[config.mk]
export PLATFORM = sky130hd
export DESIGN_NAME = state_update_ctrl
export DESIGN_NICKNAME = d
export VERILOG_FILES = /design/src/rtl/state_update_pkg.sv /design/src/rtl/state_update_timer.sv /design/src/rtl/state_update_ctrl.sv
export SDC_FILE = /design/constraint.sdc
export NUM_CORES = 1
export LEC_CHECK = 0
export ABC_AREA = 1
export CORE_MARGIN = 5
export CORE_UTILIZATION = 40
export CTS_BUF_LIST = sky130_fd_sc_hd__clkbuf_4 sky130_fd_sc_hd__clkbuf_8
export DETAILED_ROUTE_END_ITERATION = 12
export MAX_ROUTING_LAYER = met4
export PLACE_DENSITY = 0.61
export SLEW_MARGIN = 20
export SYNTH_ARGS = -nofsm -noshare
export SYNTH_HDL_FRONTEND = slang
export SYNTH_SLANG_ARGS = --single-unit
[constraint.sdc]
create_clock -name clk -period 2 [get_ports clk]
set_input_delay 0.4 -clock clk [delete_from_list [all_inputs] [get_ports clk]]
set_output_delay 0.4 -clock clk [all_outputs]
set_load 0.02 [all_outputs]
[src/rtl/state_update_pkg.sv]
// Shared encodings for the state-update sequencer: output state codes,
// controller FSM states and the mod-4 step function.
package state_update_pkg;

  localparam logic [1:0] S0 = 2'b00;
  localparam logic [1:0] S1 = 2'b01;
  localparam logic [1:0] S2 = 2'b10;
  localparam logic [1:0] S3 = 2'b11;

  typedef enum logic [2:0] {
    IDLE  = 3'd0,
    SETUP = 3'd1,
    PULSE = 3'd2,
    HOLD  = 3'd3,
    DONE  = 3'd4
  } fsm_e;

  // S3 wraps to S0 through natural 2-bit overflow
  function automatic logic [1:0] step_next(input logic [1:0] s);
    return s + 2'd1;
  endfunction

endpackage

[src/rtl/state_update_timer.sv]
// Loadable down-counter that parks at zero; o_zero flags the final cycle
// of the phase that loaded it.
module state_update_timer #(
  parameter int CNT_W = 4
) (
  input  logic             clk,
  input  logic             rst,
  input  logic             i_load,
  input  logic [CNT_W-1:0] i_load_val,
  output logic             o_zero
);

  logic [CNT_W-1:0] r_cnt;

  always_ff @(posedge clk or posedge rst) begin
    if (rst)                r_cnt <= '0;
    else if (i_load)        r_cnt <= i_load_val;
    else if (r_cnt != '0)   r_cnt <= r_cnt - 1'b1;
  end

  assign o_zero = (r_cnt == '0);

endmodule

[src/rtl/state_update_ctrl.sv]
// Latch-stage sequencer: updates cur_state, then SETUP/PULSE/HOLD around
// latch_en, then a one-cycle ack. Optional self-stepping: STATE_UPDATE_CTRL_AUTORUN_EN.
module state_update_ctrl
  import state_update_pkg::*;
#(
  parameter int SETUP_CYC = 1,
  parameter int EN_PULSE  = 2,
  parameter int HOLD_CYC  = 1,
  parameter int CNT_W     = 4
`ifdef STATE_UPDATE_CTRL_AUTORUN_EN
  , parameter int AUTO_INTERVAL = 8
`endif
) (
  input  logic       clk,
  input  logic       rst,
  input  logic       step_req,
  input  logic       load_req,
  input  logic [1:0] load_state,
`ifdef STATE_UPDATE_CTRL_AUTORUN_EN
  input  logic       auto_en,
`endif
  output logic [1:0] cur_state,
  output logic       latch_en,
  output logic       busy,
  output logic       ack
);

  localparam logic [CNT_W-1:0] SETUP_LD = CNT_W'(SETUP_CYC - 1);
  localparam logic [CNT_W-1:0] PULSE_LD = CNT_W'(EN_PULSE - 1);
  localparam logic [CNT_W-1:0] HOLD_LD  = CNT_W'((HOLD_CYC > 0) ? HOLD_CYC - 1 : 0);

  fsm_e             r_fsm, w_fsm_nxt;
  logic             w_tmr_load, w_tmr_zero, w_accept, w_req, w_auto;
  logic [CNT_W-1:0] w_tmr_val;

  state_update_timer #(.CNT_W(CNT_W)) u_timer (
    .clk        (clk),
    .rst        (rst),
    .i_load     (w_tmr_load),
    .i_load_val (w_tmr_val),
    .o_zero     (w_tmr_zero)
  );

`ifdef STATE_UPDATE_CTRL_AUTORUN_EN
  localparam int IW = $clog2(AUTO_INTERVAL + 1);
  logic [IW-1:0] r_idle;

  // Self-step fires on the AUTO_INTERVAL-th consecutive request-free IDLE edge
  assign w_auto = auto_en && (r_fsm == IDLE) && !step_req && !load_req &&
                  (r_idle == IW'(AUTO_INTERVAL - 1));

  always_ff @(posedge clk or posedge rst) begin
    if (rst)                                                   r_idle <= '0;
    else if (!auto_en || r_fsm != IDLE || step_req || load_req || w_auto) r_idle <= '0;
    else                                                       r_idle <= r_idle + 1'b1;
  end
`else
  assign w_auto = 1'b0;
`endif

  assign w_req = step_req | load_req | w_auto;

  // DONE also accepts, so a held request restarts on the edge ending DONE
  always_comb begin
    w_fsm_nxt  = r_fsm;
    w_tmr_load = 1'b0;
    w_tmr_val  = '0;
    w_accept   = 1'b0;
    case (r_fsm)
      IDLE, DONE: begin
        if (w_req) begin
          w_fsm_nxt  = SETUP;
          w_tmr_load = 1'b1;
          w_tmr_val  = SETUP_LD;
          w_accept   = 1'b1;
        end else begin
          w_fsm_nxt  = IDLE;
        end
      end
      SETUP: if (w_tmr_zero) begin
        w_fsm_nxt  = PULSE;
        w_tmr_load = 1'b1;
        w_tmr_val  = PULSE_LD;
      end
      PULSE: if (w_tmr_zero) begin
        if (HOLD_CYC > 0) begin
          w_fsm_nxt  = HOLD;
          w_tmr_load = 1'b1;
          w_tmr_val  = HOLD_LD;
        end else begin
          w_fsm_nxt  = DONE;
        end
      end
      HOLD:    if (w_tmr_zero) w_fsm_nxt = DONE;
      default: w_fsm_nxt = IDLE;
    endcase
  end

  // Outputs are registered decodes of the next state, so they are glitch-free
  always_ff @(posedge clk or posedge rst) begin
    if (rst) begin
      r_fsm     <= IDLE;
      cur_state <= S0;
      latch_en  <= 1'b0;
      busy      <= 1'b0;
      ack       <= 1'b0;
    end else begin
      r_fsm    <= w_fsm_nxt;
      latch_en <= (w_fsm_nxt == PULSE);
      busy     <= (w_fsm_nxt inside {SETUP, PULSE, HOLD});
      ack      <= (w_fsm_nxt == DONE);
      if (w_accept) cur_state <= load_req ? load_state : step_next(cur_state);
    end
  end

endmodule

==> impl_metrics.prom <==
# TYPE chip_impl_metric gauge
chip_impl_metric{name="pwr_density_cell",unit="nW/µm²"} 1650
chip_impl_metric{name="core-area",unit="µm²"} 1540
chip_impl_metric{name="grt_max_degree",unit=""} 13
chip_impl_info{name="top_cell_type_by_total_area_after_synthesis",value="sky130_fd_sc_hd__dfrtp_1"} 1
chip_impl_metric{name="grt_first_pass_wirelength",unit="µm"} 2070
chip_impl_metric{name="clock-sinks",unit=""} 12
chip_impl_metric{name="synth-compound-area-share",unit=""} 0.0659
chip_impl_metric{name="area_growth_syn_to_layout",unit="%"} 21.5
chip_impl_metric{name="seq_area_frac_synth",unit=""} 0.452
chip_impl_metric{name="area_share_of_the_largest_cell_type_after_synthesis",unit=""} 0.452
chip_impl_metric{name="diodes",unit=""} 0
chip_impl_metric{name="postSynthNetCount",unit=""} 92
chip_impl_metric{name="gp_congestion",unit=""} 0.704
chip_impl_info{name="worstReg2RegStart",value="u_timer.r_cnt[0]"} 1
chip_impl_info{name="cts-root-buf",value="sky130_fd_sc_hd__clkbuf_4"} 1
chip_impl_metric{name="crit_fanout",unit=""} 4
chip_impl_metric{name="worst_clock_skew",unit="ps"} 2.43
chip_impl_metric{name="yosys_warnings",unit=""} 0
chip_impl_metric{name="first_global_vias",unit=""} 493
chip_impl_metric{name="route.detailed.drc",unit=""} 0
chip_impl_info{name="rsz0062_at_grt",value="no"} 1
chip_impl_metric{name="viasPerCell",unit=""} 4.65
chip_impl_metric{name="cts_inserted_buffers",unit=""} 3
chip_impl_metric{name="dr.first_iter.drc_count",unit=""} 5
chip_impl_metric{name="multi_input_area",unit="µm²"} 304
chip_impl_metric{name="die_width",unit="µm"} 50.8
chip_impl_metric{name="synthMuxAreaShare",unit=""} 0
chip_impl_metric{name="vias",unit=""} 530
chip_impl_metric{name="cap_viol_max_count",unit=""} 0
chip_impl_metric{name="placement_rows",unit=""} 14
chip_impl_info{name="cp-start-kind",value="flip-flop"} 1
chip_impl_info{name="cpMaxStageDelayCell",value="sky130_fd_sc_hd__clkdlybuf4s50_1"} 1
chip_impl_metric{name="start_util",unit=""} 0.431
chip_impl_metric{name="p_leak",unit="nW"} 0.424
chip_impl_metric{name="synthesized_area_fraction_occupied_by_adder_cells",unit=""} 0.0188
chip_impl_info{name="tritoncts",value="yes"} 1
chip_impl_info{name="worst_path_dominant_cell_family",value="buffers and inverters"} 1
chip_impl_info{name="critPathKind",value="flip-flop to output pin"} 1
chip_impl_info{name="hold_path.class",value="input port to asynchronous set/reset pin"} 1
chip_impl_info{name="endpoint",value="cur_state[0]"} 1
chip_impl_info{name="final_common_cell",value="sky130_fd_sc_hd__nand2_1"} 1
chip_impl_metric{name="upper_clock_frequency_limit",unit="GHz"} 0.585
chip_impl_metric{name="required",unit="ps"} 1600
chip_impl_metric{name="area.sequential",unit="µm²"} 300
chip_impl_metric{name="final.period_utilization",unit=""} 0.854
chip_impl_metric{name="synth-simple-area-share",unit=""} 0.360
chip_impl_metric{name="period_minus_slack",unit="ps"} 1710
chip_impl_metric{name="fin_cells",unit=""} 114
chip_impl_metric{name="worst-path-buf-inv",unit=""} 1
chip_impl_metric{name="finish.net_count",unit=""} 107
chip_impl_info{name="crit_path_end_kind",value="output pin"} 1
chip_impl_metric{name="dieArea",unit="µm²"} 2580
chip_impl_metric{name="regToRegSetupSlack",unit="ps"} 600
chip_impl_metric{name="post_cts.repair.setup_buffers",unit=""} 0
chip_impl_metric{name="report.final.slew_viol_count",unit=""} 0
chip_impl_info{name="startpoint",value="cur_state[0]"} 1
chip_impl_metric{name="fraction_of_layout_instances_using_a_drive_strength_above_1",unit=""} 0.173
chip_impl_metric{name="report.final.setup_viol",unit=""} 0
chip_impl_metric{name="dp.cells",unit=""} 111
chip_impl_metric{name="clock_tree.htree_level_count",unit=""} 1
chip_impl_metric{name="path_depth",unit=""} 1
chip_impl_metric{name="max-slew-margin-rel",unit=""} 0.699
chip_impl_info{name="netlist_top_cells_area",value="sky130_fd_sc_hd__dfrtp_1 45%, sky130_fd_sc_hd__nand2_1 9.6%, sky130_fd_sc_hd__inv_1 7.9%"} 1
chip_impl_metric{name="synthXorXnorAreaFrac",unit=""} 0.0132
chip_impl_metric{name="die_y",unit="µm"} 50.8
chip_impl_metric{name="cts.path.max_buffers",unit=""} 2
chip_impl_info{name="cp_cell_sequence",value="clkdlybuf4s50_1"} 1
chip_impl_metric{name="dpl.hpwl",unit="µm"} 908
chip_impl_metric{name="postSynthRegisterBits",unit=""} 12
chip_impl_info{name="commonest_cells_after_routing_fill_and_taps_aside",value="17 x sky130_fd_sc_hd__nand2_1, 14 x sky130_fd_sc_hd__inv_1, 12 x sky130_fd_sc_hd__dfrtp_1"} 1
chip_impl_metric{name="io_pins",unit=""} 11
chip_impl_metric{name="worst_pin_slew",unit="ps"} 451
chip_impl_info{name="run_status",value="finished, final reports clean"} 1
chip_impl_metric{name="antenna_violations_before_repair",unit=""} 0
chip_impl_metric{name="fin_setup_tns",unit="ps"} 0
chip_impl_metric{name="post_drt_wl_per_cell",unit="µm"} 10.3
chip_impl_metric{name="post_synth_num_cell_types",unit=""} 20
chip_impl_metric{name="port_buffers",unit=""} 10
chip_impl_metric{name="groute.usage.overall",unit=""} 0.108
chip_impl_metric{name="detail-route-antenna-nets",unit=""} 0
chip_impl_metric{name="ir_worst_vdd",unit="mV"} 0.699
chip_impl_metric{name="final.fill_count",unit=""} 166
chip_impl_info{name="critical_r2r_capture",value="u_timer.r_cnt[1]"} 1
chip_impl_metric{name="finalHoldViolations",unit=""} 0
chip_impl_info{name="largest_family_of_logic_cells_by_synthesized_area",value="simple AND/OR/NAND/NOR gates"} 1
chip_impl_metric{name="path_clk_slew",unit="ps"} 70
chip_impl_metric{name="reg2regPathDepth",unit=""} 7
chip_impl_metric{name="syn_area",unit="µm²"} 664
chip_impl_metric{name="critical_path.max_stage_delay",unit="ps"} 630
chip_impl_metric{name="post_cts_hold_buffer_count",unit=""} 0
chip_impl_metric{name="postCtsResizedCells",unit=""} 0
chip_impl_metric{name="syn-mean-instance-area",unit="µm²"} 7.82
chip_impl_metric{name="grt_remaining_overflow",unit=""} 0
chip_impl_metric{name="clk_latency",unit="ps"} 270
chip_impl_metric{name="routed_wl",unit="µm"} 1180
chip_impl_metric{name="critical_path_arrival",unit="ps"} 1310
chip_impl_metric{name="detail_route.first_pass.iterations",unit=""} 4
chip_impl_metric{name="number_of_cells_produced_by_synthesis",unit=""} 85
## worst min path at each step
stage	from	to	slack (ps)	cells after the start
global placement	r_fsm[2]	r_fsm[2]	470	1
global route	rst	cur_state[1]	470	2
CTS	rst	latch_en	450	2
floorplan	rst	ack	260	1
detailed placement	r_fsm[2]	ack	490	1
finish	rst	u_timer.r_cnt[0]	440	2
## flip-flops by register name, indices dropped and copies added, names as in the netlist
signal	count
latch_en	1
u_timer.r_cnt	4
ack	1
cur_state	2
r_fsm	3
busy	1
## report_power, final
group          total (mW)  internal (mW)  switching (mW)
sequential          0.438          0.346          0.0918
combinational       0.750          0.307           0.444
clock               0.145         0.0696          0.0756
## cells in the mapped netlist
cell type                  count
sky130_fd_sc_hd__o21ai_0       2
sky130_fd_sc_hd__nand4_1       1
sky130_fd_sc_hd__nand2_2       4
sky130_fd_sc_hd__nand2_1      17
sky130_fd_sc_hd__o21ai_1       1
sky130_fd_sc_hd__ha_1          1
sky130_fd_sc_hd__nand2_4       1
sky130_fd_sc_hd__inv_1        14
sky130_fd_sc_hd__dfrtp_1      12
sky130_fd_sc_hd__nor2_2        4
sky130_fd_sc_hd__xnor2_1       1
sky130_fd_sc_hd__inv_2         2
sky130_fd_sc_hd__nor2_4        1
sky130_fd_sc_hd__nand3_1       6
sky130_fd_sc_hd__nor2_1       11
sky130_fd_sc_hd__nor3_1        3
sky130_fd_sc_hd__a21oi_1       1
sky130_fd_sc_hd__o21bai_1      1
sky130_fd_sc_hd__nand3_2       1
sky130_fd_sc_hd__o21ai_4       1
## cell families (layout without fill, tap and decap cells)
| logic type | after synthesis | after routing |
|---|---|---|
| AO/OA/AOI/OAI | 6 | 6 |
| XOR/XNOR | 1 | 1 |
| adder cells (fa/ha/maj) | 1 | 1 |
| buffers and inverters | 16 | 29 |
| flip-flops | 12 | 12 |
| AND/OR/NAND/NOR | 49 | 49 |
## per-layer routing
layer | track usage | wire, µm | vias up
li1 | - | - | 288
met1 | 0.136 | 616 | 227
met2 | 0.161 | 492 | 11
met3 | 0.0266 | 45 | 4
met4 | 0.0511 | 20 | 0
met5 | - | 0 | -
## stage by stage
step	total power, mW	hold slack [ps]	setup slack (ps)	instance area [µm²]	utilization
2_1_floorplan	1.01	265	757	664	-
3_3_place_gp	1.19	474	472	785	0.509
3_5_place_dp	1.20	493	459	785	0.509
4_1_cts	1.35	448	280	807	0.524
5_1_grt	1.48	471	236	807	0.524
6_report	1.33	439	291	807	0.524
## layout make-up
| type | count | area share |
|---|---|---|
| clock buffers | 3 | 0.0279 |
| inverters | 16 | 0.0744 |
| multi-input cells | 57 | 0.377 |
| flip-flops and latches | 12 | 0.372 |
| well taps | 16 | 0.0248 |
| repair buffers | 10 | 0.124 |
Power figures use the tool's default switching activity.
